$ cat config.mk
export PLATFORM = sky130hd
export DESIGN_NAME = rpn_result_uart_tx
export DESIGN_NICKNAME = d
export VERILOG_FILES = /design/src/rtl/rpn_uart_pkg.sv /design/src/rtl/rpn_result_uart_tx_byte.sv /design/src/rtl/rpn_result_uart_tx.sv
export SDC_FILE = /design/constraint.sdc
export NUM_CORES = 1
export LEC_CHECK = 0
export ABC_AREA = 1
export ABC_CLOCK_PERIOD_IN_PS = 3000
export BUFFER_PORTS_ARGS = -buffer_cell sky130_fd_sc_hd__buf_4
export CAP_MARGIN = 25
export CELL_PAD_IN_SITES_DETAIL_PLACEMENT = 0
export CELL_PAD_IN_SITES_GLOBAL_PLACEMENT = 1
export CORE_MARGIN = 3
export CORE_UTILIZATION = 47
export CTS_BUF_LIST = sky130_fd_sc_hd__clkbuf_4
export DETAILED_ROUTE_END_ITERATION = 10
export GPL_TIMING_DRIVEN = 0
export MAX_ROUTING_LAYER = met4
export PLACE_DENSITY = 0.84
export SYNTH_ARGS = -nofsm -noshare
export SYNTH_HDL_FRONTEND = slang
export SYNTH_SLANG_ARGS = --single-unit
$ cat constraint.sdc
create_clock -name clk -period 3 [get_ports clk]
set_clock_uncertainty 0.2 [all_clocks]
set_input_delay 0 -clock clk [delete_from_list [all_inputs] [get_ports clk]]
set_output_delay 0 -clock clk [all_outputs]
set_load 0.1 [all_outputs]
$ cat src/rtl/rpn_uart_pkg.sv
// Shared types, message constants and ASCII helpers for the RPN result UART reporter.
package rpn_uart_pkg;

    typedef enum logic [1:0] {
        IDLE  = 2'd0,
        START = 2'd1,
        DATA  = 2'd2,
        STOP  = 2'd3
    } tx_state_t;

    localparam int MSG_LEN = 9;

    localparam logic [7:0] SPACE = 8'h20;
    localparam logic [7:0] CR    = 8'h0D;
    localparam logic [7:0] LF    = 8'h0A;

    // Uppercase hex digit for one nibble.
    function automatic logic [7:0] hex_to_ascii(input logic [3:0] nib);
        logic [7:0] c;
        if (nib < 4'd10) begin
            c = 8'h30 + {4'h0, nib};
        end else begin
            c = 8'h37 + {4'h0, nib};
        end
        return c;
    endfunction

endpackage

$ cat src/rtl/rpn_result_uart_tx_byte.sv
// 8N1 byte serializer: start bit, 8 data bits LSB first, stop bit, each BAUD_DIV cycles.
// ready is high in the cycle where a new byte can be taken; when a byte is
// taken at the end of a stop bit the next start bit follows with no gap.
module uart_tx_byte
    import rpn_uart_pkg::*;
#(
    parameter int BAUD_DIV = 868
) (
    input  logic       clk,
    input  logic       reset,
    input  logic       valid,
    input  logic [7:0] data,
    output logic       ready,
    output logic       tx
);

    localparam int CW = (BAUD_DIV > 2) ? $clog2(BAUD_DIV) : 1;
    localparam logic [CW-1:0] CNT_LAST = CW'(BAUD_DIV - 1);

    tx_state_t     state_r;
    logic [CW-1:0] baud_cnt_r;
    logic [2:0]    bit_idx_r;
    logic [7:0]    shift_r;
    logic          tx_r;
    logic          bit_end_s;

    assign bit_end_s = (baud_cnt_r == CNT_LAST);
    assign ready     = (state_r == IDLE) || ((state_r == STOP) && bit_end_s);
    assign tx        = tx_r;

    // Framing FSM with baud counter, bit index and registered line output.
    always_ff @(posedge clk) begin
        if (!reset) begin
            state_r    <= IDLE;
            baud_cnt_r <= '0;
            bit_idx_r  <= 3'd0;
            shift_r    <= 8'h00;
            tx_r       <= 1'b1;
        end else begin
            case (state_r)
                IDLE: begin
                    baud_cnt_r <= '0;
                    bit_idx_r  <= 3'd0;
                    if (valid) begin
                        shift_r <= data;
                        tx_r    <= 1'b0;
                        state_r <= START;
                    end else begin
                        tx_r <= 1'b1;
                    end
                end
                START: begin
                    if (bit_end_s) begin
                        baud_cnt_r <= '0;
                        bit_idx_r  <= 3'd0;
                        tx_r       <= shift_r[0];
                        shift_r    <= {1'b0, shift_r[7:1]};
                        state_r    <= DATA;
                    end else begin
                        baud_cnt_r <= baud_cnt_r + 1'b1;
                    end
                end
                DATA: begin
                    if (bit_end_s) begin
                        baud_cnt_r <= '0;
                        if (bit_idx_r == 3'd7) begin
                            tx_r    <= 1'b1;
                            state_r <= STOP;
                        end else begin
                            bit_idx_r <= bit_idx_r + 3'd1;
                            tx_r      <= shift_r[0];
                            shift_r   <= {1'b0, shift_r[7:1]};
                        end
                    end else begin
                        baud_cnt_r <= baud_cnt_r + 1'b1;
                    end
                end
                STOP: begin
                    if (bit_end_s) begin
                        baud_cnt_r <= '0;
                        bit_idx_r  <= 3'd0;
                        if (valid) begin
                            shift_r <= data;
                            tx_r    <= 1'b0;
                            state_r <= START;
                        end else begin
                            tx_r    <= 1'b1;
                            state_r <= IDLE;
                        end
                    end else begin
                        baud_cnt_r <= baud_cnt_r + 1'b1;
                    end
                end
                default: begin
                    state_r    <= IDLE;
                    baud_cnt_r <= '0;
                    bit_idx_r  <= 3'd0;
                    tx_r       <= 1'b1;
                end
            endcase
        end
    end

endmodule

$ cat src/rtl/rpn_result_uart_tx.sv
// Reports each ALU result/flags pair as "RRRR FF\r\n" over a UART line.
module rpn_result_uart_tx
    import rpn_uart_pkg::*;
#(
    parameter int CLK_FREQ = 100_000_000,
    parameter int BAUD     = 115200
) (
    input  logic        clk,
    input  logic        reset,
    input  logic        send,
    input  logic [15:0] result,
    input  logic [4:0]  flags,
    output logic        tx,
    output logic        busy,
    output logic        done,
    output logic        dropped
);

    localparam int BAUD_DIV = CLK_FREQ / BAUD;
    localparam logic [3:0] LAST_IDX = 4'(MSG_LEN - 1);

    logic        busy_r;
    logic        done_r;
    logic        dropped_r;
    logic [3:0]  char_idx_r;
    logic [15:0] res_snap_r;
    logic [4:0]  flg_snap_r;
    logic        byte_valid_s;
    logic [7:0]  byte_data_s;
    logic        byte_ready_s;

    // Character idx of the message for the given values.
    function automatic logic [7:0] msg_char(input logic [3:0] idx,
                                            input logic [15:0] res,
                                            input logic [4:0] flg);
        logic [7:0] c;
        case (idx)
            4'd0:    c = hex_to_ascii(res[15:12]);
            4'd1:    c = hex_to_ascii(res[11:8]);
            4'd2:    c = hex_to_ascii(res[7:4]);
            4'd3:    c = hex_to_ascii(res[3:0]);
            4'd4:    c = SPACE;
            4'd5:    c = hex_to_ascii({3'b000, flg[4]});
            4'd6:    c = hex_to_ascii(flg[3:0]);
            4'd7:    c = CR;
            4'd8:    c = LF;
            default: c = 8'h00;
        endcase
        return c;
    endfunction

    // Next byte offered to the serializer: the first character straight from
    // the inputs on an accepted send, later characters from the snapshot.
    always_comb begin
        byte_valid_s = 1'b0;
        byte_data_s  = 8'h00;
        if (!busy_r) begin
            byte_valid_s = send;
            byte_data_s  = msg_char(4'd0, result, flags);
        end else begin
            byte_valid_s = (char_idx_r < LAST_IDX);
            byte_data_s  = msg_char(char_idx_r + 4'd1, res_snap_r, flg_snap_r);
        end
    end

    // Message sequencing: snapshot capture, character index, status pulses.
    always_ff @(posedge clk) begin
        if (!reset) begin
            busy_r     <= 1'b0;
            done_r     <= 1'b0;
            dropped_r  <= 1'b0;
            char_idx_r <= 4'd0;
            res_snap_r <= 16'h0000;
            flg_snap_r <= 5'b00000;
        end else begin
            done_r    <= 1'b0;
            dropped_r <= 1'b0;
            if (!busy_r) begin
                if (send) begin
                    busy_r     <= 1'b1;
                    char_idx_r <= 4'd0;
                    res_snap_r <= result;
                    flg_snap_r <= flags;
                end else begin
                    char_idx_r <= 4'd0;
                end
            end else begin
                if (send) begin
                    dropped_r <= 1'b1;
                end else begin
                    dropped_r <= 1'b0;
                end
                if (byte_ready_s) begin
                    if (char_idx_r < LAST_IDX) begin
                        char_idx_r <= char_idx_r + 4'd1;
                    end else begin
                        busy_r     <= 1'b0;
                        done_r     <= 1'b1;
                        char_idx_r <= 4'd0;
                    end
                end else begin
                    char_idx_r <= char_idx_r;
                end
            end
        end
    end

    uart_tx_byte #(
        .BAUD_DIV (BAUD_DIV)
    ) u_byte (
        .clk   (clk),
        .reset (reset),
        .valid (byte_valid_s),
        .data  (byte_data_s),
        .ready (byte_ready_s),
        .tx    (tx)
    );

    assign busy    = busy_r;
    assign done    = done_r;
    assign dropped = dropped_r;

endmodule

-- After elaboration in Yosys (flattened, before gate mapping)
Cells that the tools add are included.
- word-level logic and storage cells: 108
- bits in registers: 52
- output and inout bits: 4
- magnitude comparators: 7
- equality and inequality tests: 20
- add/sub/neg operators: 16
- mux-type cells: 40
- bitwise logic cells: 1
- reductions and logical operators: 13
- operators by type and width (kind ; count):
    $add 6x4->7 const A ; 12
    $pmux 8 s9 ; 1
    $mux 8 ; 6
    $mux 7 ; 6
    $pmux 8 s4 ; 1
    $lt 4x4->1 const B ; 7
    $pmux 10 s2 ; 1
    $eq 4x3->1 const B ; 4
    $mux 1 ; 12
    $add 10x1->10 const B ; 1
    $eq 10x10->1 const B ; 1
    $mux 10 ; 1
    $mux 2 ; 5
    $ne 2x1->1 const B ; 5
    $mux 3 ; 3
    $pmux 3 s3 ; 1
    $reduce_and 3->1 ; 3
    $eq 4x2->1 const B ; 2
    $pmux 2 s4 ; 1
    $add 6x1->7 const A ; 1
    $reduce_and 5->1 ; 1
    $add 4x1->4 const B ; 1
    $eq 2x2->1 const B ; 2
    $eq 4x1->1 const B ; 1
    other kinds (16) ; 18

-- Logic depth before layout (Yosys ltp)
- depth in word-level cells: 7
- depth in mapped cells: 15
- gate-level depth less buffers: 15

-- Cells and area by module
Synthesis repeated with hierarchy kept, for this count alone.
- cell total of the unflattened synthesis: 511
- area, all modules: 3399.5 µm²
- by module, submodules not included (module ; area an instance (µm²) ; cells an instance ; sequential area each (µm²) ; instances):
    rpn_result_uart_tx ; 2098.3 ; 340 ; 560.5 ; 1
    uart_tx_byte ; 1301.2 ; 171 ; 480.5 ; 1

-- Worst setup path before layout
OpenSTA, ideal clock, no wires.
- kind: flip-flop to flip-flop
- start: register busy_r, in the netlist busy
- end: register u_byte.shift_r[3]
- arrival: 1983 ps
- required time: 2732 ps
- cell stages (with the launch flop): 10
- path buffers: 1
- library setup time: 68 ps
- setup slack: 749 ps
- cell sequence: dfxtp_1 inv_2 o21ai_2 inv_1 nand2_2 nand3_4 buf_6 nor2_2 nand2_1 a21oi_2
- cells in the longest elaborated chain, start to end: 4
- elaborated cells on any way between the ends: 5
- those cells by class: mux (5)
- ends and longest elaborated chain (item ; line ; source):
    start, declared ; rpn_result_uart_tx.sv:22 ; logic busy_r;
    start signal, assigned ; rpn_result_uart_tx.sv:69 ; busy_r <= 1'b0;
    start signal, assigned ; rpn_result_uart_tx.sv:80 ; busy_r <= 1'b1;
    start signal, assigned ; rpn_result_uart_tx.sv:97 ; busy_r <= 1'b0;
    $mux 8 or $mux 1 (tied branches) ; rpn_result_uart_tx.sv:57 ; if (!busy_r) begin
    $mux 8 * ; rpn_result_uart_tx_byte.sv:44, rpn_result_uart_tx_byte.sv:82 ;
    $mux 8 ; rpn_result_uart_tx_byte.sv:79 ; if (bit_end_s) begin
    $pmux 8 s4 * ; rpn_result_uart_tx_byte.sv:40 ; case (state_r)
    end signal, assigned ; rpn_result_uart_tx_byte.sv:45 ; shift_r <= data;
    end signal, assigned ; rpn_result_uart_tx_byte.sv:57 ; shift_r <= {1'b0, shift_r[7:1]};
    end signal, assigned ; rpn_result_uart_tx_byte.sv:83 ; shift_r <= data;
    end, declared ; rpn_result_uart_tx_byte.sv:23 ; logic [7:0] shift_r;
Every way passes the cells marked *; elsewhere a longest branch is shown, timed or not. The select of a mux whose other input is x is not followed.
A chain may end at the register's enable or synchronous reset.

-- Final worst setup path
- start: register char_idx_r[0]
- end: register u_byte.shift_r[0]
- cells in the longest elaborated chain, start to end: 7
- elaborated cells on any way between the ends: 17
- those cells by class: add/sub (1); order compare (1); eq/ne (8); mux (6); reduce/logical (1)
- ends and longest elaborated chain (item ; line ; source):
    start, declared ; rpn_result_uart_tx.sv:25 ; logic [3:0] char_idx_r;
    start signal, assigned ; rpn_result_uart_tx.sv:95 ; char_idx_r <= char_idx_r + 4'd1;
    start signal, assigned ; rpn_result_uart_tx.sv:102 ; char_idx_r <= char_idx_r;
    $add 4x1->4 ; rpn_result_uart_tx.sv:62 ; byte_data_s = msg_char(char_idx_r + 4'd1, res_snap_r, flg_snap_r);
    $eq 4x4->1 (tied with other cells) ; rpn_result_uart_tx.sv:37 ; case (idx)
    $pmux 8 s9 ; rpn_result_uart_tx.sv:37 ;
    $mux 8 ; rpn_result_uart_tx.sv:57 ;
    $mux 8 * ; rpn_result_uart_tx_byte.sv:44, rpn_result_uart_tx_byte.sv:82 ;
    $mux 8 ; rpn_result_uart_tx_byte.sv:79 ;
    $pmux 8 s4 * ; rpn_result_uart_tx_byte.sv:40 ;
Marked as above.

==> flow_metrics.py <==
metrics = {
    "run_status": {
        "run_status": "completed",
    },
    "power": {
        "finalPower_mw": 2.44,
        "power.density_nw_per_um2": 634,
        "switching_power_mw": 1.07,
        "combPwrFrac_pct": 48.6,
        "power.share.clock_pct": 16.3,
        "sw_frac_of_total_pct": 43.8,
        "p_seq_share_pct": 35.1,
        "power.internal_mw": 1.37,
        "ir_worst_vdd_v": 0.000407,
        "p_leak_nw": 1.83,
    },
    "hold_path": {
        "hold_end": "res_snap_r[3]$_SDFFE_PN0P_",
        "hold_depth": 4,
        "hold_path.startpoint": "result[3]",
        "hold_class": "in2reg",
    },
    "synth": {
        "yosysWarnings": 0,
        "synth_cells": 500,
        "syn_nets": 544,
        "avgSynthCellArea_sq_um": 6.41,
        "netlist_area_sq_um": 3210,
        "seq_area_frac_synth_pct": 31.9,
        "synth_edf_count": 0,
        "synth-async-reset-ratio_pct": 0,
        "yosys.area.top_type_share_pct": 31.9,
        "ys.flop_type": "dfxtp_1",
        "yosysUniqueCellTypes": 33,
        "yosysTopAreaCell": "dfxtp_1",
        "ys_ff_latch": 51,
        "ys_top_cells_by_area": "dfxtp_1 32%, nand2_1 15%, nor2_1 8.8%, ha_1 7.8%, inv_1 7.4%",
    },
    "detailed_routing": {
        "vias": 3189,
        "drtIter0Drc": 98,
        "dr.pass1.iters": 4,
        "ant_nets": 0,
        "wl_per_cell_microns": 12.8,
        "drc_errors": 0,
        "viasPerCell": 5.00,
        "wl_microns": 8200,
    },
    "global_route": {
        "grt_max_degree": 16,
        "overflow": 0,
        "grt_pass1_vias": 2953,
        "grt_antenna_before_repair": 0,
        "grt.total_usage_pct": 22.6,
        "grt_pass1_wl_microns": 13400,
    },
    "placed_design": {
        "place_hpwl_microns": 6200,
        "io_buffers": 26,
        "routabilityCongestion": 0.803,
        "dp_cells": 603,
    },
    "die": {
        "io_pins": 28,
        "die_y_microns": 88.6,
        "start_util_pct": 49.4,
        "die_w_microns": 88.6,
        "dieArea_sq_um": 7850,
        "rows": 29,
        "core_sq_um": 6490,
    },
    "critical_path": {
        "crit_type": "reg2reg",
        "required_ns": 3.05,
        "ff2ff_path_depth": 14,
        "reg2reg_setup_slack_ns": 0.61,
        "timing.rr.end": "u_byte.shift_r[0]$_SDFFE_PN0P_",
        "worstPathMaxFanout": 10,
        "critPathCaptureType": "flop",
        "arrival_ns": 2.44,
        "r2r-start": "char_idx_r[0]$_SDFFE_PN0N_",
        "cp-start-kind": "flop",
    },
    "timing": {
        "fin_crit_ns": 2.39,
        "slew_viol_final": 0,
        "rsz0062_at_grt": "no",
        "holdWs_ns": 0.209,
        "timing.final.crit_share_pct": 79.7,
        "worst_pin_slew_ns": 0.622,
        "report.final.setup_viol": 0,
        "hold_violations": 0,
        "relSlewSlack_pct": 58.5,
        "setup_tns_ns": 0,
        "clock.fmax_ghz": 0.418,
    },
    "finish": {
        "mostFrequentLayoutCell": "nand2_1",
        "drive_above_1_share_pct": 10.9,
        "area_growth_pct": 19.9,
        "fillers": 666,
        "final_nets": 604,
        "fin_cells": 638,
        "antenna_cells": 0,
        "layout_common_cells": "127 x nand2_1, 75 x nor2_1, 63 x inv_1",
    },
    "clock_network": {
        "cts.sinks": 51,
        "cts_root_buf": "clkbuf_4",
        "h-tree-depth": 2,
        "cts.reportedPaths.clkPinSlew_ns": 0.16,
        "insertion_delay_ns": 0.38,
        "cts_tree": "built",
        "cts_buffers": 5,
        "clk_path_buf_depth": 2,
    },
    "job": {
        "max_cap_violations": 0,
    },
}
synth_stat cells, types with 3 or more instances:
cell type and n:
nand2_1 127, nor2_1 75, inv_1 63, dfxtp_1 51, a21oi_1 45, o21ai_0 35, nand3_1 28, ha_1 20
clkbuf_1 6, nor2_2 5, a211oi_1 4, a21oi_2 4, inv_2 4, nor3_1 4, buf_2 3, nand2_2 3
nand4_1 3, xnor2_1 3
stage by stage:
stage          setup slack, ns  utilization, %  instance area [sq um]
3_5_place_dp             0.596            53.8                   3500
4_1_cts                  0.574            59.2                   3840
6_report                 0.610            59.2                   3840
3_3_place_gp             0.618            53.8                   3500
2_1_floorplan            0.749               -                   3210
5_1_grt                  0.423            59.2                   3840
metal layers:
layer | GRT usage, % | vias to the layer above | wire length (microns)
li1 | - | 1717 | -
met1 | 26.6 | 1425 | 3790
met2 | 41.2 | 42 | 4130
met3 | 2.79 | 5 | 209
met4 | 4.40 | 0 | 63
met5 | - | - | 0
logic make-up after synthesis:
kind of cell | count (synthesis) | share of synthesized area, %
adders and majority gates | 20 | 7.81
and+or+nand+nor | 251 | 33.1
AOI/OAI and AO/OA | 97 | 17.0
DFF | 51 | 31.9
buffers and inverters | 78 | 9.48
xor gates and xnor gates | 3 | 0.820
worst max-delay path, stage by stage (launching register included):
cell and delay [ns]:
dfxtp_1 0.45, inv_1 0.13, nor3_1 0.21, ha_1 0.25
buf_2 0.18, nand3_1 0.21, inv_1 0.08, nand2_1 0.08
nand2_1 0.06, nor2_1 0.10, nand2_1 0.07, nand2_1 0.05
nand2_1 0.08, nand2_1 0.07, a21oi_1 0.05
sequential cells by signal, summed over array words and instances (netlist names), 2 cells and up:
name and flops:
char_idx_r 4, flg_snap_r 5, res_snap_r 16, u_byte.baud_cnt_r 10, u_byte.bit_idx_r 3, u_byte.shift_r 7, u_byte.state_r 2
worst max-delay path by stage:
stage                     slack [ns]  cells past startpoint                  startpoint                             end
after floorplan                 0.75                      9             busy$_SDFF_PN0_  u_byte.shift_r[3]$_SDFFE_PN0P_
after global placement          0.62                     12  char_idx_r[0]$_SDFFE_PN0N_  u_byte.shift_r[6]$_SDFFE_PN0P_
after CTS                       0.57                     12  char_idx_r[0]$_SDFFE_PN0N_  u_byte.shift_r[6]$_SDFFE_PN0P_
final                           0.61                     14  char_idx_r[0]$_SDFFE_PN0N_  u_byte.shift_r[0]$_SDFFE_PN0P_
after global routing            0.42                     14  char_idx_r[0]$_SDFFE_PN0N_  u_byte.shift_r[2]$_SDFFE_PN0P_
after detailed placement        0.60                     12  char_idx_r[0]$_SDFFE_PN0N_  u_byte.shift_r[6]$_SDFFE_PN0P_
power groups by stage:
stage	Combinational, mW	Clock [mW]	Sequential (mW)
floorplan	0.837	0	0.909
global placement	1.14	0	0.868
detailed placement	1.15	0	0.870
CTS	1.19	0.419	0.855
global route	1.33	0.439	0.869
finish	1.18	0.397	0.855
final cells by class:
cell class	count	area [sq um]	share of cell area, %
multi-input cells	371	1880	48.9
flip-flops and latches	51	1020	26.6
repair buffers	53	465	12.1
inverters	68	255	6.64
well taps	77	96.3	2.51
plain buffers	10	48.8	1.27
clock inverters	3	38.8	1.01
clock buffers	5	37.5	0.977
timing repair:
action,CTS,global route
hold buffers,27,0
resized for setup,0,0
setup buffers,0,0
hold endpoints to repair,30,0
setup endpoints to repair,0,0
Power figures use the tool's default switching activity.
